==> config.mk <==
export PLATFORM = sky130hd
export DESIGN_NAME = bus_slave_port
export DESIGN_NICKNAME = d
export VERILOG_FILES = /design/src/rtl/bus_pkg.sv /design/src/rtl/bus_shift_reg.sv /design/src/rtl/bus_slave_port.sv
export SDC_FILE = /design/constraint.sdc
export NUM_CORES = 1
export LEC_CHECK = 0
export ABC_AREA = 1
export CAP_MARGIN = 20
export CORE_MARGIN = 2
export CORE_UTILIZATION = 36
export CTS_CLUSTER_SIZE = 24
export DETAILED_ROUTE_END_ITERATION = 10
export GPL_ROUTABILITY_DRIVEN = 0
export GPL_TIMING_DRIVEN = 0
export SLEW_MARGIN = 10
export SYNTH_ARGS = -nofsm -noshare
export SYNTH_HDL_FRONTEND = slang
export SYNTH_SLANG_ARGS = --single-unit
export TNS_END_PERCENT = 30
==> constraint.sdc <==
create_clock -name clock -period 1.88 [get_ports clock]
set_input_delay 0.282 -clock clock [delete_from_list [all_inputs] [get_ports clock]]
set_output_delay 0.282 -clock clock [all_outputs]
set_load 0.01 [all_outputs]
==> src/rtl/bus_pkg.sv <==
`default_nettype none
// ----------------------------------------------------------------------------
// bus_pkg : shared state encoding, bus constants and default widths
// Rev 1.0
// ----------------------------------------------------------------------------
package bus_pkg;

  typedef enum logic [2:0] {
    ST_IDLE   = 3'd0,
    ST_ADDR   = 3'd1,
    ST_WDATA  = 3'd2,
    ST_MWRITE = 3'd3,
    ST_MREAD  = 3'd4,
    ST_MWAIT  = 3'd5,
    ST_RDATA  = 3'd6
`ifdef SPLIT_EN
    , ST_SREQ = 3'd7
`endif
  } state_t;

  localparam logic RW_WRITE = 1'b0;
  localparam logic RW_READ  = 1'b1;

  localparam int DEF_ADDR_WIDTH  = 12;
  localparam int DEF_DATA_WIDTH  = 8;
  localparam int DEF_MEM_LATENCY = 2;

  function automatic int max3(input int a, input int b, input int c);
    int m;
    m = (a > b) ? a : b;
    return (m > c) ? m : c;
  endfunction

endpackage
`default_nettype wire

==> src/rtl/bus_shift_reg.sv <==
`default_nettype none
// ----------------------------------------------------------------------------
// bus_shift_reg : right-shifting serial register (LSB out, new bit in at MSB)
// Rev 1.0
// ----------------------------------------------------------------------------
module bus_shift_reg #(
  parameter int WIDTH = 8
) (
  input  logic             clock,
  input  logic             rst,
  input  logic             en,
  input  logic             load,
  input  logic [WIDTH-1:0] load_data,
  input  logic             shift_in,
  output logic [WIDTH-1:0] data,
  output logic [WIDTH-1:0] data_next,
  output logic             shift_out
);

  // data_next lets the owner grab the word in the same edge the last bit lands
  assign data_next = {shift_in, data[WIDTH-1:1]};
  assign shift_out = data[0];

  always_ff @(posedge clock or posedge rst) begin
    if (rst) begin
      data <= '0;
    end else if (load) begin
      data <= load_data;
    end else if (en) begin
      data <= data_next;
    end
  end

endmodule
`default_nettype wire

==> src/rtl/bus_slave_port.sv <==
`default_nettype none
// ----------------------------------------------------------------------------
// bus_slave_port : serial-bus slave with one local memory access per transfer;
//                  define SPLIT_EN to release the bus during slow reads
// Rev 1.0
// ----------------------------------------------------------------------------
module bus_slave_port
  import bus_pkg::*;
#(
  parameter int ADDR_WIDTH  = DEF_ADDR_WIDTH,
  parameter int DATA_WIDTH  = DEF_DATA_WIDTH,
  parameter int MEM_LATENCY = DEF_MEM_LATENCY
) (
  input  logic                  clock,
  input  logic                  rst,
  input  logic                  m_valid,
  input  logic                  m_wdata,
  input  logic                  m_rw,
  output logic                  s_ready,
  output logic                  s_rvalid,
  output logic                  s_rdata,
  output logic                  s_split,
  output logic                  s_split_req,
  input  logic                  split_grant,
  output logic [ADDR_WIDTH-1:0] mem_addr,
  output logic [DATA_WIDTH-1:0] mem_wdata,
  output logic                  mem_we,
  output logic                  mem_re,
  input  logic [DATA_WIDTH-1:0] mem_rdata
);

  localparam int SR_WIDTH = ADDR_WIDTH + DATA_WIDTH;
  localparam int CNT_W    = $clog2(max3(ADDR_WIDTH, DATA_WIDTH, MEM_LATENCY) + 1);
  localparam logic [CNT_W-1:0] ADDR_LAST = CNT_W'(ADDR_WIDTH - 1);
  localparam logic [CNT_W-1:0] DATA_LAST = CNT_W'(DATA_WIDTH - 1);
  localparam logic [CNT_W-1:0] WAIT_LAST = CNT_W'(MEM_LATENCY - 1);

  state_t           state;
  state_t           state_next;
  logic [CNT_W-1:0] cnt;
  logic             rw;
  logic             shift_en;
  logic             capture;
  logic             piso_shift;
  logic             piso_out;
  logic [SR_WIDTH-1:0]   sipo_next;
  logic [SR_WIDTH-1:0]   unused_sipo_q;
  logic                  unused_sipo_out;
  logic [DATA_WIDTH-1:0] unused_piso_q;
  logic [DATA_WIDTH-1:0] unused_piso_next;

  // Address then data enter at the MSB; a read stops after the address, so
  // the address ends up in the top ADDR_WIDTH bits in that case.
  bus_shift_reg #(.WIDTH(SR_WIDTH)) u_sipo (
    .clock     (clock),
    .rst       (rst),
    .en        (shift_en),
    .load      (1'b0),
    .load_data ({SR_WIDTH{1'b0}}),
    .shift_in  (m_wdata),
    .data      (unused_sipo_q),
    .data_next (sipo_next),
    .shift_out (unused_sipo_out)
  );

  bus_shift_reg #(.WIDTH(DATA_WIDTH)) u_piso (
    .clock     (clock),
    .rst       (rst),
    .en        (piso_shift),
    .load      (capture),
    .load_data (mem_rdata),
    .shift_in  (1'b0),
    .data      (unused_piso_q),
    .data_next (unused_piso_next),
    .shift_out (piso_out)
  );

  always_ff @(posedge clock or posedge rst) begin
    if (rst) begin
      state     <= ST_IDLE;
      cnt       <= '0;
      rw        <= RW_WRITE;
      mem_addr  <= '0;
      mem_wdata <= '0;
    end else begin
      state <= state_next;
      case (state)
        ST_IDLE: begin
          if (m_valid) begin
            rw  <= m_rw;
            cnt <= CNT_W'(1);
          end
        end
        ST_ADDR: begin
          if (m_valid) begin
            if (cnt == ADDR_LAST) begin
              cnt <= '0;
              if (rw == RW_READ) begin
                mem_addr <= sipo_next[SR_WIDTH-1 -: ADDR_WIDTH];
              end
            end else begin
              cnt <= cnt + CNT_W'(1);
            end
          end
        end
        ST_WDATA: begin
          if (m_valid) begin
            if (cnt == DATA_LAST) begin
              cnt       <= '0;
              mem_addr  <= sipo_next[ADDR_WIDTH-1:0];
              mem_wdata <= sipo_next[SR_WIDTH-1 -: DATA_WIDTH];
            end else begin
              cnt <= cnt + CNT_W'(1);
            end
          end
        end
        ST_MWAIT: cnt <= capture ? '0 : cnt + CNT_W'(1);
        ST_RDATA: cnt <= (cnt == DATA_LAST) ? '0 : cnt + CNT_W'(1);
        default: ;
      endcase
    end
  end

  always_comb begin
    state_next  = state;
    s_ready     = 1'b0;
    s_rvalid    = 1'b0;
    s_rdata     = 1'b0;
    s_split     = 1'b0;
    s_split_req = 1'b0;
    mem_we      = 1'b0;
    mem_re      = 1'b0;
    shift_en    = 1'b0;
    capture     = 1'b0;
    piso_shift  = 1'b0;
    case (state)
      ST_IDLE: begin
        s_ready  = 1'b1;
        shift_en = m_valid;
        if (m_valid) state_next = ST_ADDR;
      end
      ST_ADDR: begin
        shift_en = m_valid;
        if (m_valid && cnt == ADDR_LAST)
          state_next = (rw == RW_READ) ? ST_MREAD : ST_WDATA;
      end
      ST_WDATA: begin
        shift_en = m_valid;
        if (m_valid && cnt == DATA_LAST) state_next = ST_MWRITE;
      end
      ST_MWRITE: begin
        mem_we     = 1'b1;
        state_next = ST_IDLE;
      end
      ST_MREAD: begin
        mem_re     = 1'b1;
`ifdef SPLIT_EN
        s_split    = 1'b1;
`endif
        state_next = ST_MWAIT;
      end
      ST_MWAIT: begin
        if (cnt == WAIT_LAST) begin
          capture    = 1'b1;
`ifdef SPLIT_EN
          state_next = ST_SREQ;
`else
          state_next = ST_RDATA;
`endif
        end
      end
`ifdef SPLIT_EN
      ST_SREQ: begin
        s_split_req = 1'b1;
        if (split_grant) state_next = ST_RDATA;
      end
`endif
      ST_RDATA: begin
        s_rvalid   = 1'b1;
        s_rdata    = piso_out;
        piso_shift = 1'b1;
        if (cnt == DATA_LAST) state_next = ST_IDLE;
      end
      default: state_next = ST_IDLE;
    endcase
  end

`ifndef SPLIT_EN
  logic unused_split_grant;
  assign unused_split_grant = split_grant;
`endif

endmodule
`default_nettype wire

==> run metrics <==
outcome completed; chip height 92.00 um; Synth Warn # 0; top_reg_cell synth dfrtp_1; layout cell share with drive strength beyond 1 0.1285; top-count cell post-synth nand2_1; arrival time at the worst endpoint roughly 1.5 ns; Post-Place Cells 490; sw power 2.192 mW; GR Overflow Total 0; cts bufs inserted 5; fin crit period 1.794 ns; CP cell instances buf_4 > nor2_1 > inv_1 > nor2_2 > dlygate4sd2_1; Non-Filler Instances 499; layout filler cell count approximately 790; max-slew violation count 0; area grow syn2layout 22.80%; DR iter-0 viols 195; Final nets 412; Switching Fraction 0.4355; Port Buffers 37; post-synthesis mux area share 0.004039; Critical Path RT 1.60 ns; largest net degree at the start of global routing 39; Core ar. 7607 um^2; CTS tree built; Synth Area in Adders 0.008977; slowest CP cell dfrtp_1; Final Cycle Share 0.9543; Max-Cap Viols 0; maximum fanout along the worst path 10; leading area contributor after synthesis dfrtp_1; Initial Utilization 0.3664; CTS sink count 55; Power Total between 5 and 6 mW; Post-Synth Simple-Gate Area 0.2971; clk_lat worst skew roughly 0.32 ns; top-area cell type share of the netlist area 0.4937; VDD IR-drop max ~520 uV; routed len/inst about 12 um; Lkg Pwr 1.715 nW; CTS root buffer clkbuf_8; hpwl dp 4.347 mm; clock network power share 0.146; FMAX 0.5574 GHz; #FFs+latches synth 55; internal power 2.841 mW; placed cell areas 3309 um^2; RSZ-0062 raised after global routing false; Comb pwr share 0.471; Die Width 92.00 um; Die Footprint 8463 um^2; Hold Crit Class in2async; Synth Area per Inst between 7 and 8 um^2; sequential area share after synthesis 0.4937; total track usage 0.1500; Power Dens Cells 1470 nW/um^2; post-route ant nets 0; CP delay by family, top buffers and inverters; measured slew at the worst slew-check pin between 0.5 and 0.6 ns; top post-synthesis cells by area dfrtp_1 (49%), nand2_1 (14%), nand3_1 (5.2%); Compound-Gate Fraction of Synth Area 0.09381; Hold Vio Cnt, Final 0; Slew HR 0.6371; Cells after Synth 349; I/O Pins 41; synth unique cells 28; num rows 32; CTS clk-pin slew, worst paths 0.11 ns; initial antenna violation count 0; Finished Cell Area 3423 um^2; Synth Area in XOR/XNOR 0.003142; H-tree Lvls 2; Post-Route WL between 6 and 7 mm; commonest cells in the netlist nand2_1 (101), dfrtp_1 (55), inv_1 (33), nand3_1 (29), nor2_1 (28); Max Clock Skew 0.009550 ns; final core utilization 0.4500; Max clock buf depth 2; critical path class reg2out; setup violators final 0; slowest stage delay, CP slightly below 0.4 ns; 1st-pass router iterations 4; vias in the first global route 2198; largest family of logic cells by synthesized area simple AND/OR/NAND/NOR gates; DR vias 2340; CP startpoint kind flop; Post-synth EDFFs 0; CP Buf/Inv Count 3; drt drc 0; ant diodes 0; FFs w/ async S/R, synth 1.000; first-pass GRT wire length 10.36 mm; Flop pwr share 0.384; endpoint class of the critical path output port; routed vias/inst 4.689; Mapped Area approximately 2800 um^2
routing by layer:
layer	vias to the layer above	share of wire	track usage
li1	1210	-	-
met1	1088	0.53	0.2146
met2	36	0.42	0.2347
met3	6	0.027	0.02465
met4	0	0.013	0.04478
met5	-	0	0
power by group through the flow:
stage / Combinational [mW] / Sequential [mW] / Clock [mW]
floorplan: 1.63 / 1.94 / 0
global placement: 2.33 / 1.95 / 0
detailed placement: 2.37 / 1.96 / 0
CTS: 2.37 / 1.93 / 0.758
global route: 2.70 / 2.00 / 0.797
finish: 2.37 / 1.93 / 0.734
timing repair:
| action | in CTS | in global routing |
|---|---|---|
| resized for setup | 7 | 1 |
| buffers inserted | 1 | 0 |
| hold buffers | 0 | 0 |
| setup endpoints to repair | 5 | 1 |
cell usage in the layout (no fill, tap or decap), drive strengths merged, types with 2 or more instances in the layout:
| cell | netlist | routed |
|---|---|---|
| dlygate4sd2 | 0 | 5 |
| clkdlybuf4s50 | 0 | 32 |
| a21oi | 7 | 7 |
| nand4 | 13 | 13 |
| buf | 16 | 18 |
| nand3 | 34 | 34 |
| ha | 2 | 2 |
| a22oi | 7 | 7 |
| clkbuf | 1 | 6 |
| nor2 | 33 | 33 |
| inv | 41 | 43 |
| nand2 | 102 | 102 |
| conb | 1 | 2 |
| dfrtp | 55 | 55 |
| o21ai | 34 | 34 |
worst paths after layout:
check / slack, ns / end / depth (start not counted) / startpoint
setup / recovery: 0.09 / s_ready / 5 / state[0]
hold / removal: 0.26 / mem_addr[4] / 2 / rst
setup reg to reg: 0.26 / mem_addr[7] / 7 / cnt[0]
hold reg to reg: 0.48 / mem_addr[1] / 2 / mem_addr[1]
max in group asynchronous: 1.09 / u_sipo.data[2] / 3 / rst
min in group clock: 0.48 / mem_addr[1] / 2 / mem_addr[1]
sequential cells by signal (all words and copies together) (netlist names):
register and flops:
u_piso.data 8, state 3, mem_wdata 8, u_sipo.data 19
mem_addr 12, rw 1, cnt 4
cell type report:
cell class | instances | area (um^2) | share of cell area
clock buffers | 5 | 68.82 | 0.02010
clock inverters | 3 | 33.78 | 0.009868
well taps | 102 | 127.6 | 0.03728
multi-input cells | 237 | 1152 | 0.3366
inverters | 41 | 161.4 | 0.04715
flip-flops and latches | 55 | 1376 | 0.4020
repair buffers | 39 | 391.6 | 0.1144
plain buffers | 17 | 111.4 | 0.03253
through the flow:
step                setup WS, ns  TNS, ns  hold WS, ns
floorplan                 0.2551        0       0.4030
global placement         -0.8368   -45.84       0.4540
global route             0.01236        0       0.2870
CTS                      0.07090        0       0.2740
finish                   0.08587        0       0.2588
detailed placement       0.06548        0       0.4594
logic make-up after synthesis:
kind of cell | count (synthesis)
muxes | 1
AOI/OAI and AO/OA | 48
other | 1
and+or+nand+nor | 183
buffers and inverters | 58
DFF | 55
adders and majority gates | 2
xor gates and xnor gates | 1
No activity file was read; power rests on OpenSTA's default activity.
